**src/rtl/alu_result_fifo.sv**
```systemverilog
// alu_result_fifo: first-word-fall-through FIFO for ALU results with
// saturating zero/carry statistics counters.
module alu_result_fifo #(
    parameter int DEPTH = 4,
    parameter int PTR_W = 2,
    parameter int CNT_W = 8
) (
    input  logic             clk,
    input  logic             rst_n,
    input  logic             flush,
    input  logic             clr_stats,
    input  logic             in_valid,
    output logic             in_ready,
    input  logic [7:0]       in_result,
    input  logic             in_carry,
    input  logic             in_zero,
    input  logic [3:0]       in_opcode,
    output logic             out_valid,
    input  logic             out_ready,
    output logic [7:0]       out_result,
    output logic             out_carry,
    output logic             out_zero,
    output logic [3:0]       out_opcode,
    output logic [PTR_W:0]   count,
    output logic             full,
    output logic             empty,
    output logic [CNT_W-1:0] zero_cnt,
    output logic [CNT_W-1:0] carry_cnt
);
    localparam logic [PTR_W:0] FULL_CNT = (PTR_W+1)'(DEPTH);

    logic [13:0]      mem [DEPTH];
    logic [PTR_W-1:0] wr_ptr;
    logic [PTR_W-1:0] rd_ptr;
    logic [13:0]      head;
    logic             wr_en;
    logic             rd_en;

    assign full      = count == FULL_CNT;
    assign empty     = count == '0;
    assign in_ready  = !full && !flush;
    assign out_valid = !empty;
    assign wr_en     = in_valid && in_ready;
    assign rd_en     = out_valid && out_ready && !flush;
    // Outputs are held at zero while empty so stale storage never leaks out.
    assign head      = empty ? '0 : mem[rd_ptr];
    assign {out_opcode, out_carry, out_zero, out_result} = head;

    always_ff @(posedge clk) begin
        if (wr_en) mem[wr_ptr] <= {in_opcode, in_carry, in_zero, in_result};
    end

    always_ff @(posedge clk or negedge rst_n) begin
        if (!rst_n) begin
            wr_ptr <= '0;
            rd_ptr <= '0;
            count  <= '0;
        end else if (flush) begin
            wr_ptr <= '0;
            rd_ptr <= '0;
            count  <= '0;
        end else begin
            if (wr_en) wr_ptr <= wr_ptr + PTR_W'(1);
            if (rd_en) rd_ptr <= rd_ptr + PTR_W'(1);
            count <= count + (PTR_W+1)'(wr_en) - (PTR_W+1)'(rd_en);
        end
    end

    always_ff @(posedge clk or negedge rst_n) begin
        if (!rst_n) begin
            zero_cnt  <= '0;
            carry_cnt <= '0;
        end else if (clr_stats) begin
            zero_cnt  <= '0;
            carry_cnt <= '0;
        end else if (wr_en) begin
            if (in_zero && zero_cnt != '1) zero_cnt <= zero_cnt + CNT_W'(1);
            if (in_carry && carry_cnt != '1) carry_cnt <= carry_cnt + CNT_W'(1);
        end
    end
endmodule

```
**config.mk**
```make
export PLATFORM = sky130hd
export DESIGN_NAME = alu_result_fifo
export DESIGN_NICKNAME = d
export VERILOG_FILES = /design/src/rtl/alu_result_fifo.sv
export SDC_FILE = /design/constraint.sdc
export NUM_CORES = 1
export LEC_CHECK = 0
export BUFFER_PORTS_ARGS = -buffer_cell sky130_fd_sc_hd__clkbuf_2
export CAP_MARGIN = 10
export CORE_MARGIN = 1
export CORE_UTILIZATION = 56
export CTS_CLUSTER_DIAMETER = 50
export DETAILED_ROUTE_END_ITERATION = 12
export GPL_ROUTABILITY_DRIVEN = 0
export GPL_TIMING_DRIVEN = 0
export PLACE_DENSITY = 0.79
export SLEW_MARGIN = 0
export SYNTH_ARGS = -nofsm -noshare
export SYNTH_HDL_FRONTEND = slang
export SYNTH_SLANG_ARGS = --single-unit
```
**constraint.sdc**
```tcl
create_clock -name clk -period 3.2 [get_ports clk]
set_clock_uncertainty 0.15 [all_clocks]
set_input_delay 0.32 -clock clk [delete_from_list [all_inputs] [get_ports clk]]
set_output_delay 0.32 -clock clk [all_outputs]
set_load 0.01 [all_outputs]
```
==> results of run 1 <==
## final cells by class
class | instances | area (µm²)
flip-flops and latches | 79 | 2257
fillers | 438 | 1911
multi-input cells | 124 | 1077
repair buffers | 56 | 285.3
clock buffers | 9 | 123.9
well taps | 75 | 93.84
plain buffers | 11 | 75.07
clock inverters | 7 | 63.81
inverters | 9 | 33.78
## through the flow
stage | hold WS, ps | setup WS [ps]
4_1_cts | 33.08 | 478.8
5_1_grt | 36.95 | 355.5
2_1_floorplan | -125.6 | 783.3
3_3_place_gp | 201.1 | 613.3
3_5_place_dp | 202.1 | 506.2
6_report | 51.01 | 502.0
## worst max-delay path: cells and delay by family (launching register included)
kind	cells	cell delay (ps)
adders and majority gates	3	800
buffers and inverters	3	350
xor gates and xnor gates	1	170
DFF	1	460
and+or+nand+nor	4	650
## metal layers
metal  vias up  track usage, %  share of wire, %
met1      1040           27.25                42
met3         8           5.227               3.8
li1        976               -                 -
met5         -               0                 0
met2        61           34.32                52
met4         0           8.214               1.5
## where the power goes
part	total (µW)	switching (µW)	leakage, µW	internal, µW
Combinational	708	377	0.000693	331
Sequential	1210	40.2	0.000825	1170
Clock	698	344	0.0000941	354
## worst paths after layout
| path | from | end | slack (ps) | cells past startpoint |
|---|---|---|---|---|
| setup reg to reg | count[1] | count[2] | 500 | 11 |
| setup / recovery | count[1] | count[2] | 500 | 11 |
| hold reg to reg | zero_cnt[6] | zero_cnt[6] | 430 | 2 |
| max in group asynchronous | rst_n | zero_cnt[5] | 2140 | 2 |
| hold / removal | in_opcode[3] | mem[0][13] | 50 | 1 |
| min in group asynchronous | rst_n | carry_cnt[5] | 370 | 2 |
## registers in the layout (all words and copies together), names as in the netlist
signal	flops
carry_cnt	8
count	3
mem	56
rd_ptr	2
wr_ptr	2
zero_cnt	8
## placed cells by master (no fill, tap or decap), drive strengths merged, types with 4 or more instances in the layout
master / n
a21oi: 12
and2: 15
and3: 4
buf: 8
clkbuf: 67
clkinv: 5
dfrtp: 23
edfxtp: 56
ha: 8
inv: 9
mux4: 14
nand2: 7
nand3: 9
nor2: 11
o21ai: 6
o31ai: 7
or3: 7
or4: 6
xor2: 5
## kinds of logic (layout without fill, tap and decap cells)
family                   count (synthesis)  in the layout  synth area share, %
flip-flops                              79             79                65.55
AND/OR/NAND/NOR                         65             65                10.76
AO/OA/AOI/OAI                           27             27                5.523
buffers and inverters                   20             92                3.161
multiplexers                            16             16                9.738
adder cells (fa/ha/maj)                  9              9                3.489
XOR/XNOR                                 7              7                1.781
==> impl_metrics.ini, run 1 <==
[sta]
maxSlewViolCount = 0
max_freq_ghz = 0.3706
period_needed_ps = 2698
period_share_pct = 84.31
tightest_slew_ps = 769.7
finalSetupViolations = 0
tns_ps = 0
slew_headroom_pct = 48.68
hold_viol = 0
rsz0062_at_grt = false

[run]
drv_cap = 0

[routing]
drt_first_iter_violations = 121
wire_per_inst_um = 16.56
drc = 0
num_vias = 2085
postRouteAntennaNets = 0
viasPerCell = 5.635
dr.pass1.iters = 5
drt-total-wl_um = 6129

[logic_synthesis]
synth.distinct_cells = 30
ys_ff_latch = 79
synth_nets = 252
netlist_area_mm2 = 0.003443
synth_ff_type = edfxtp_1
synthArstFlopShare_pct = 29.11
synth_top_cells_by_count = edfxtp_1, dfrtp_1, and2_1
synth_seq_area_share_pct = 65.55
synth.avg_cell_area_um2 = 15.44
synth_cells = 223
yosys_warnings = 0
synth_edf_count = 56
synth_area_leaders = edfxtp_1, dfrtp_1, mux4_2
synth_most_common_cell = edfxtp_1
synth_area_leader_cell = edfxtp_1
synth_top_area_share_pct = 48.84

[clock_network]
ctsHoldBuffers = 1
path_clk_slew_ps = 70
cts_buffers = 9
clockBufferDepth = 2
cts_tree = yes
cts_resized = 0
cts_root_buf = clkbuf_8
cts.sinks = 79
insertion_delay_ps = 330
post_cts_buffers = 0
cts_max_level = 3

[setup_path]
worst-setup-path-type = register to register
critical_path.cell_chain = or3_1 -> clkbuf_1 -> nand2_1 -> nor2_1 -> ha_1 -> inv_1 -> ha_1 -> inv_1 -> fa_1 -> xnor2_1 -> nor2_1
cp_slowest_cell = dfrtp_1
crit_path_end_kind = register
worstPathRequired_ps = 3270
worstPathArrival_ps = 2770
crit_fanout = 9
max_stage_delay_ps = 460
startpoint_type = register

[finish]
layout.nets = 319
post-route-util_pct = 67.73
fin_cells = 370
drive_above_1_share_pct = 32.54
area_growth_pct = 16.46
diodes = 0
final_area_mm2 = 0.004010

[global_routing]
grt_max_degree = 24
grt.total_usage_pct = 21.11
antenna_found_initial = 0
gr-total-overflow = 0
grt_pass1_wl_um = 9784
grt_pass1_vias = 2009

[floorplan]
rows = 28
io_pins = 57
die_y_um = 80.42
start_util_pct = 58.16
core_area_mm2 = 0.005921
dieArea_mm2 = 0.006467
die_x_um = 80.42

[placed_design]
portBuffers = 55
dpl-instance-area_mm2 = 0.003812
hpwlAfterDp_um = 4177
place_inst = 353

[hold_path]
hold_class = input pin to register

[power_and_ir_drop]
leakage_uw = 0.001612
peakVddDrop_mv = 0.3766
p_total_uw = 2618
p_per_area_mw_per_mm2 = 652.8

[run_status]
status = completed
No activity file was read; power rests on OpenSTA's default activity.
==> run 2, diff against run 1 <==
clock period = 2.55 ns   (was 3.2 ns; I/O delays follow)
==> impl_metrics.ini, run 2 (synthesis gave the netlist of run 1 again) <==
[floorplan]
die_y_um = 80.42
rows = 28
core_area_mm2 = 0.005921
dieArea_mm2 = 0.006467
io_pins = 57
die_x_um = 80.42
start_util_pct = 58.16

[run]
drv_cap = 0

[power_and_ir_drop]
p_per_area_mw_per_mm2 = 808.3
p_total_uw = 3375
leakage_uw = 0.001680
peakVddDrop_mv = 0.4700

[setup_path]
cpLargestDelayFamily = adder cells
rrSetupSlack_ps = 100
max_stage_delay_ps = 460
critical_path.cell_chain = or3_4 -> nand2_2 -> nor2_1 -> ha_1 -> inv_1 -> ha_1 -> inv_1 -> fa_2 -> xnor2_2 -> nor2_1
crit_path_end_kind = register
worstPathArrival_ps = 2570
crit_fanout = 9
crit_start = count[1]
worst-setup-path-type = register to register
path_buf_inv = 2
cp_slowest_cell = or3_4
worstPathRequired_ps = 2670
startpoint_type = register
r2r_start = count[1]

[finish]
largest_reg_flops = 56
diodes = 0
fill_cells = 416
multiInputGateArea_mm2 = 0.001100
seq_area_mm2 = 0.002258
final_area_mm2 = 0.004175
final_common_cell = edfxtp_1
layout.nets = 333
final_cell_mix = edfxtp_1, clkbuf_2, dfrtp_1
drive_above_1_share_pct = 34.30
top_register = mem
post-route-util_pct = 70.52
area_growth_pct = 21.26
top_regs = mem x56, carry_cnt x8, zero_cnt x8

[sta]
finalSetupViolations = 0
hold_viol = 0
timing.hold.ws_ps = 25.80
maxSlewViolCount = 0
tns_ps = 0
period_needed_ps = 2451
period_share_pct = 96.13
max_freq_ghz = 0.4079
slew_headroom_pct = 49.38
rsz0062_at_grt = false
tightest_slew_ps = 759.3

[global_routing]
grt_pass1_wl_um = 10030
gr-total-overflow = 0
grt_pass1_vias = 2055
antenna_found_initial = 0
grt_max_degree = 24
grt.total_usage_pct = 21.54

[routing]
postRouteAntennaNets = 0
wire_per_inst_um = 16.46
drc = 0
drt-total-wl_um = 6320
dr.pass1.iters = 5
drt_first_iter_violations = 115
num_vias = 2153
viasPerCell = 5.607

[run_status]
status = completed

[placed_design]
dpl-instance-area_mm2 = 0.003812
hpwlAfterDp_um = 4177
portBuffers = 55

[clock_network]
cts.sinks = 79
cts_max_level = 3
cts_buffers = 9
clockBufferDepth = 2
cts_tree = yes
path_clk_slew_ps = 80
insertion_delay_ps = 340
cts_root_buf = clkbuf_8

[hold_path]
hold_start = in_carry
hold_class = input pin to register
run 2: cell count changes in the layout (fill, tap and decap cells not counted), sizes merged:
cell,delta
buf,+3
clkbuf,-1
dlygate4sd3,+12
run 2: what timing repair did:
item,in CTS,in global routing
hold buffers,13,0
setup buffers,0,4
endpoints found under the hold margin,71,0
pin swaps,0,5
setup endpoints to repair,10,3
gates resized for setup,3,6
gates cloned,0,0
run 2: worst register-to-register path, stage by stage (launching register included):
cell     delay, ps
dfrtp_2        420
or3_4          460
nand2_2        110
nor2_1          40
ha_1           280
inv_1           70
ha_1           140
inv_1           60
fa_2           410
xnor2_2        130
nor2_1         120
run 2: report_power, final:
group          total (µW)  switching, µW  internal (µW)  leakage [µW]
registers            1520           45.3           1470      0.000823
logic                 975            496            479      0.000763
clock network         883            440            444     0.0000941
run 2: path summary, 6_finish.rpt:
| path | endpoint | depth (start not counted) |
|---|---|---|
| max | count[2] | 10 |
| max in group asynchronous | count[1] | 2 |
| min reg2reg | zero_cnt[6] | 2 |
| min | mem[0][9] | 1 |
| max reg2reg | count[2] | 10 |
| min in group asynchronous | carry_cnt[5] | 2 |
run 2: per-layer routing:
layer | global-route usage (%) | wire, µm | part of all wire [%] | vias to the layer above
li1 | - | - | - | 1003
met1 | 27.73 | 2633 | 42 | 1071
met2 | 35.34 | 3348 | 53 | 68
met3 | 5.227 | 246 | 3.9 | 11
met4 | 8.036 | 93 | 1.5 | 0
met5 | 0 | 0 | 0 | -
run 2: metrics by stage:
step / worst slack [ps] / instances
2_1_floorplan: 133.3 / 223
3_3_place_gp: -36.72 / 353
3_5_place_dp: -143.8 / 353
4_1_cts: 1.933 / 381
5_1_grt: 2.621 / 384
6_report: 98.66 / 384
run 2: area by class of cell:
class | instances | share of cell area (%)
multi-input combinational | 124 | 26.34
clock buffer | 9 | 2.967
tap | 75 | 2.248
sequential | 79 | 54.09
buffer | 9 | 1.588
timing repair buffer | 72 | 10.43
clock inverter | 7 | 1.528
inverter | 9 | 0.8091
